### src/rtl/time_keeper.sv
// time_keeper: 24-hour BCD alarm-clock core.
// Counts hh:mm:ss from the divider's 1 Hz square wave, accepts time-set loads,
// compares the running time against the alarm setting and runs the
// ring/snooze state machine that drives the buzzer enable.
// Optional build macro: RING_BLINK_EN (buzzer pulses with sec_tick_in while ringing).
module time_keeper #(
    parameter int RING_SECONDS = 60,
    parameter int SNOOZE_MIN   = 5
) (
    input  logic       CLK100MHZ,
    input  logic       reset,
    input  logic       sec_tick_in,
    input  logic       load,
    input  logic [7:0] set_hh,
    input  logic [7:0] set_mm,
    input  logic [7:0] alarm_hh,
    input  logic [7:0] alarm_mm,
    input  logic       alarm_arm,
    input  logic       snooze,
    input  logic       dismiss,
    output logic [7:0] hh,
    output logic [7:0] mm,
    output logic [7:0] ss,
    output logic       sec_pulse,
    output logic       load_err,
    output logic       alarm_ring
);

    localparam logic [7:0] RING_LIMIT  = 8'(RING_SECONDS);
    localparam logic [9:0] SNOOZE_LOAD = 10'(SNOOZE_MIN * 60);

    typedef enum logic [1:0] {
        IDLE     = 2'd0,
        RINGING  = 2'd1,
        SNOOZING = 2'd2
    } state_t;

    // Both digits legal and the packed value no larger than max_v.
    function automatic logic bcd_ok(input logic [7:0] v, input logic [7:0] max_v);
        return (v[3:0] <= 4'd9) && (v[7:4] <= 4'd9) && (v <= max_v);
    endfunction

    // Two-digit BCD increment that wraps to 00 after last_v.
    function automatic logic [7:0] bcd_inc(input logic [7:0] v, input logic [7:0] last_v);
        if (v == last_v) begin
            return 8'h00;
        end else if (v[3:0] == 4'd9) begin
            return {v[7:4] + 4'd1, 4'd0};
        end else begin
            return {v[7:4], v[3:0] + 4'd1};
        end
    endfunction

    logic       tick_r;
    logic       sec_pulse_r;
    logic       load_err_r;
    logic [7:0] hh_r, mm_r, ss_r;
    logic [7:0] hh_nxt_s, mm_nxt_s, ss_nxt_s;
    logic [7:0] hh_inc_s, mm_inc_s, ss_inc_s;
    logic       rise_s;
    logic       set_ok_s;
    logic       load_ok_s;
    logic       match_s;
    state_t     state_r, state_nxt_s;
    logic [7:0] ring_cnt_r, ring_cnt_nxt_s;
    logic [9:0] snz_cnt_r, snz_cnt_nxt_s;

    assign rise_s    = sec_tick_in & ~tick_r;
    assign set_ok_s  = bcd_ok(set_hh, 8'h23) & bcd_ok(set_mm, 8'h59);
    assign load_ok_s = load & set_ok_s;

    // Ripple the one-second increment through the BCD fields and pick the next time.
    always_comb begin
        ss_inc_s = bcd_inc(ss_r, 8'h59);
        mm_inc_s = mm_r;
        hh_inc_s = hh_r;
        if (ss_r == 8'h59) begin
            mm_inc_s = bcd_inc(mm_r, 8'h59);
            if (mm_r == 8'h59) begin
                hh_inc_s = bcd_inc(hh_r, 8'h23);
            end else begin
                hh_inc_s = hh_r;
            end
        end else begin
            mm_inc_s = mm_r;
        end

        hh_nxt_s = hh_r;
        mm_nxt_s = mm_r;
        ss_nxt_s = ss_r;
        if (load_ok_s) begin
            // A load drops any coincident second.
            hh_nxt_s = set_hh;
            mm_nxt_s = set_mm;
            ss_nxt_s = 8'h00;
        end else if (rise_s) begin
            hh_nxt_s = hh_inc_s;
            mm_nxt_s = mm_inc_s;
            ss_nxt_s = ss_inc_s;
        end else begin
            ss_nxt_s = ss_r;
        end

        // Only a counted second can hit the alarm; loads never do.
        match_s = rise_s & ~load_ok_s & alarm_arm &
                  (hh_inc_s == alarm_hh) & (mm_inc_s == alarm_mm) & (ss_inc_s == 8'h00);
    end

    // Alarm state machine: next state and ring/snooze counters.
    always_comb begin
        state_nxt_s    = state_r;
        ring_cnt_nxt_s = ring_cnt_r;
        snz_cnt_nxt_s  = snz_cnt_r;
        if (!alarm_arm) begin
            state_nxt_s = IDLE;
        end else begin
            case (state_r)
                IDLE: begin
                    if (match_s && !dismiss) begin
                        state_nxt_s    = RINGING;
                        ring_cnt_nxt_s = 8'd0;
                    end else begin
                        state_nxt_s = IDLE;
                    end
                end
                RINGING: begin
                    if (dismiss) begin
                        state_nxt_s = IDLE;
                    end else if (snooze) begin
                        state_nxt_s   = SNOOZING;
                        snz_cnt_nxt_s = SNOOZE_LOAD;
                    end else if (rise_s) begin
                        if (ring_cnt_r >= RING_LIMIT - 8'd1) begin
                            ring_cnt_nxt_s = RING_LIMIT;
                            state_nxt_s    = IDLE;
                        end else begin
                            ring_cnt_nxt_s = ring_cnt_r + 8'd1;
                        end
                    end else begin
                        state_nxt_s = RINGING;
                    end
                end
                SNOOZING: begin
                    if (dismiss) begin
                        state_nxt_s = IDLE;
                    end else if (rise_s) begin
                        if (snz_cnt_r <= 10'd1) begin
                            snz_cnt_nxt_s  = 10'd0;
                            ring_cnt_nxt_s = 8'd0;
                            state_nxt_s    = RINGING;
                        end else begin
                            snz_cnt_nxt_s = snz_cnt_r - 10'd1;
                        end
                    end else begin
                        state_nxt_s = SNOOZING;
                    end
                end
                default: begin
                    state_nxt_s = IDLE;
                end
            endcase
        end
    end

    // State, time and strobe registers with synchronous reset.
    always_ff @(posedge CLK100MHZ) begin
        if (reset) begin
            tick_r      <= 1'b0;
            sec_pulse_r <= 1'b0;
            load_err_r  <= 1'b0;
            hh_r        <= 8'h00;
            mm_r        <= 8'h00;
            ss_r        <= 8'h00;
            state_r     <= IDLE;
            ring_cnt_r  <= 8'd0;
            snz_cnt_r   <= 10'd0;
        end else begin
            tick_r      <= sec_tick_in;
            sec_pulse_r <= rise_s;
            load_err_r  <= load & ~set_ok_s;
            hh_r        <= hh_nxt_s;
            mm_r        <= mm_nxt_s;
            ss_r        <= ss_nxt_s;
            state_r     <= state_nxt_s;
            ring_cnt_r  <= ring_cnt_nxt_s;
            snz_cnt_r   <= snz_cnt_nxt_s;
        end
    end

    assign hh        = hh_r;
    assign mm        = mm_r;
    assign ss        = ss_r;
    assign sec_pulse = sec_pulse_r;
    assign load_err  = load_err_r;

`ifdef RING_BLINK_EN
    assign alarm_ring = (state_r == RINGING) & sec_tick_in;
`else
    assign alarm_ring = (state_r == RINGING);
`endif

endmodule

### config.mk
export PLATFORM = sky130hd
export DESIGN_NAME = time_keeper
export DESIGN_NICKNAME = d
export VERILOG_FILES = /design/src/rtl/time_keeper.sv
export SDC_FILE = /design/constraint.sdc
export NUM_CORES = 1
export LEC_CHECK = 0
export ABC_CLOCK_PERIOD_IN_PS = 5650
export CORE_ASPECT_RATIO = 1.4
export CORE_MARGIN = 4
export CORE_UTILIZATION = 40
export CTS_BUF_LIST = sky130_fd_sc_hd__clkbuf_4
export CTS_CLUSTER_DIAMETER = 50
export CTS_CLUSTER_SIZE = 10
export DETAILED_ROUTE_END_ITERATION = 12
export DONT_BUFFER_PORTS = 1
export PLACE_DENSITY = 0.58
export SYNTH_ARGS = -nofsm -noshare
export SYNTH_HDL_FRONTEND = slang
export SYNTH_SLANG_ARGS = --single-unit
### constraint.sdc
create_clock -name CLK100MHZ -period 5.65 [get_ports CLK100MHZ]
set_input_delay 0.2825 -clock CLK100MHZ [delete_from_list [all_inputs] [get_ports CLK100MHZ]]
set_output_delay 0.2825 -clock CLK100MHZ [all_outputs]
set_load 0.02 [all_outputs]
==> flow_summary.yaml <==
run_status:
  status: "finished, final reports clean"
worst_setup_path:
  worst_setup_path_end_kind: "flop"
  cp.arrival_ns: 4.29
  worstPathMaxFanout: 13
  critPathBufInv: 0
  crit_slowest_cell: "dfxtp_1"
  required_ns: 5.96
  critPathKind: "reg -> reg"
  cpPeakStageDelay_ns: 0.57
  worst_setup_path_start_kind: "flop"
  crit_family: "simple AND/OR/NAND/NOR gates"
  crit_chain: "ha_1 -> and3b_1 -> nand4_2 -> or2_2 -> xnor2_1 -> a2111oi_0 -> and4_1 -> a21boi_0 -> or4_1 -> a21oi_1"
sta:
  finalSetupTns_ns: 0
  max_freq_ghz: 0.2510
  final-hold-violation-count: 0
  slew_viol_final: 0
  min_period_ns: 3.985
  post-route-period-util: 0.7052
  tightest_slew_ns: 1.087
  relSlewSlack: 0.2729
  skew_ns: 0.01232
  rsz0062_at_grt: "no"
  setup_violations: 0
clock_network:
  cts_htree_levels: 2
  cts_sinks: 47
  worstSkewPairLatency_ns: 0.39
  cts_tree: "built"
  cts_resized: 0
  ctsLongestPathBuffers: 2
  clk_pin_slew_worst_paths_ns: 0.14
  numCtsBuffers: 5
  clockRootBuffer: "clkbuf_4"
place:
  io_buffers: 0
  hpwlAfterDp_mm: 6.951
  gp_congestion: 0.8977
floorplanning:
  dieHeight_um: 115.2
  design.die.area_sq_um: 9742
  start_util: 0.4160
  core-area_sq_um: 7893
  die_w_um: 84.57
  floorplan.io_pins: 66
  row_count: 38
grt:
  grt_pass1_wl_mm: 14.53
  grt_overflow: 0
  antenna_found_initial: 0
  track_usage: 0.1865
  grt_pass1_vias: 2874
  grt_max_degree: 28
finish:
  fin_nets: 461
  antennaDiodeCount: 0
  synthToLayoutAreaGrowth_pct: 5.259
  drive_gt1_frac: 0.06863
  fin_util: 0.4379
drt:
  drc_errors: 0
  drtPass1Iterations: 4
  postRouteAntennaNets: 0
  initialDrtViolationCount: 75
  avgViaCountPerCell: 6.012
  vias: 3054
  wl_mm: 9.123
  avgRoutedWirePerCell_um: 17.96
pwr:
  vdd_drop_max_uv: 116.6
  sequentialPowerShare: 0.535
  p_leak_nw: 1.203
  p_sw_frac: 0.2328
  switchingPower_mw: 0.1501
  p_comb_frac: 0.063
  power_density_nw_per_um2: 186.5
  internal_power_mw: 0.4945
  p_clk_frac: 0.402
logic_synthesis:
  synth_top_area_cell: "dfxtp_1"
  syn-cell-area_sq_um: 3283
  syn_area_per_cell_sq_um: 7.950
  synth_most_common_cell: "nor2_1"
  synth_edf_count: 0
  synth_seq_cells: 47
  synth_area_leaders: "dfxtp_1 (29%), nor2_1 (6.1%), ha_1 (5.7%)"
  async_reset_ff_frac: 0
  synthFlopType: "dfxtp_1"
  synthCells: 413
  netlist_top_cells_count: "nor2_1 (53), dfxtp_1 (47), a21oi_1 (28), o21ai_0 (28), nand2_1 (23)"
  synth_warnings: 0
  synth_top_cell_area_share: 0.2866
  syn-num-nets: 467
  synth_seq_area_share: 0.2866
  synth.distinct_cells: 64
job:
  maxCapViolCount: 0
min_path:
  hp-class: "in -> reg"
## layout by cell type, fill, tap and decap left out, drive strengths merged, types with 7 or more instances in the layout
master   n
ha      15
nand2   25
nand3    9
a211oi  13
a21oi   28
inv     13
nor3    20
nand2b   7
nor4    14
dfxtp   47
mux2i   11
a31oi    8
nor2    53
o21ai   28
xnor2   17
## through the flow
step                setup WS [ns]  hold WS [ns]  instance area [sq um]  instances  power (mW)
global placement            2.002        0.3562                   3341        499      0.3889
detailed placement          1.739        0.3611                   3341        499      0.3893
floorplan                   2.466        0.4107                   3283        413      0.3840
CTS                         1.693      0.001304                   3456        508      0.6529
finish                      1.665       0.02478                   3456        508      0.6446
global route                1.338      0.004716                   3456        508      0.6678
## cells by family (layout without fill, tap and decap cells)
| group | after synthesis | after routing | share of synthesized area |
|---|---|---|---|
| adder cells (fa/ha/maj) | 15 | 15 | 0.05716 |
| flip-flops | 47 | 47 | 0.2866 |
| multiplexers | 12 | 12 | 0.03697 |
| AND/OR/NAND/NOR | 181 | 181 | 0.3060 |
| XOR/XNOR | 22 | 22 | 0.05869 |
| AO/OA/AOI/OAI | 108 | 108 | 0.2169 |
| buffers and inverters | 28 | 23 | 0.03773 |
## flip-flops by register name, summed over array words and instances, names as in the netlist
signal	flops
snz_cnt_r	10
load_err	1
state_r	2
sec_pulse	1
ring_cnt_r	8
hh	8
tick_r	1
ss	8
mm	8
## final timing paths
path | from | endpoint | slack (ns) | cells after the start
worst min register to register | ring_cnt_r[7] | ring_cnt_r[7] | 0.50 | 1
worst min-delay path | sec_tick_in | tick_r | 0.02 | 1
worst max-delay path | ss[0] | ring_cnt_r[0] | 1.67 | 10
worst max register to register | ss[0] | ring_cnt_r[0] | 1.67 | 10
## power groups by stage
stage               Combinational, mW  Sequential, mW  Clock, mW
floorplan                      0.0335           0.350          0
global placement               0.0366           0.352          0
detailed placement             0.0370           0.352          0
CTS                            0.0408           0.345      0.267
global route                   0.0456           0.346      0.276
finish                         0.0405           0.345      0.259
## final cells by class
| cell class | instances | area (sq um) |
|---|---|---|
| Clock buffer | 6 | 45.04 |
| Clock inverter | 2 | 60.06 |
| Fill cell | 845 | 4437 |
| Inverter | 13 | 48.80 |
| Multi-Input combinational cell | 338 | 2218 |
| Sequential cell | 47 | 940.9 |
| Tap cell | 100 | 125.1 |
| Timing Repair Buffer | 2 | 17.52 |
## worst reg2reg max path, stage by stage, from the launching register on
cell	delay [ns]
dfxtp_1	0.57
ha_1	0.28
and3b_1	0.52
nand4_2	0.31
or2_2	0.39
xnor2_1	0.13
a2111oi_0	0.56
and4_1	0.35
a21boi_0	0.14
or4_1	0.52
a21oi_1	0.14
## layer usage
layer / vias to the layer above / wire length [um] / share of wire / GRT usage
met5: - / 0 / 0 / 0
met4: 0 / 215 / 0.024 / 0.08659
met3: 21 / 742 / 0.081 / 0.06953
met2: 85 / 4700 / 0.52 / 0.3382
met1: 1425 / 3464 / 0.38 / 0.1885
li1: 1523 / - / - / -
## repair_timing
item	CTS	global route
endpoints found under the setup margin	0	0
hold endpoints to repair	27	0
hold buffers	1	0
setup buffers	0	0
Note: power is estimated with default switching activity, not from simulation.
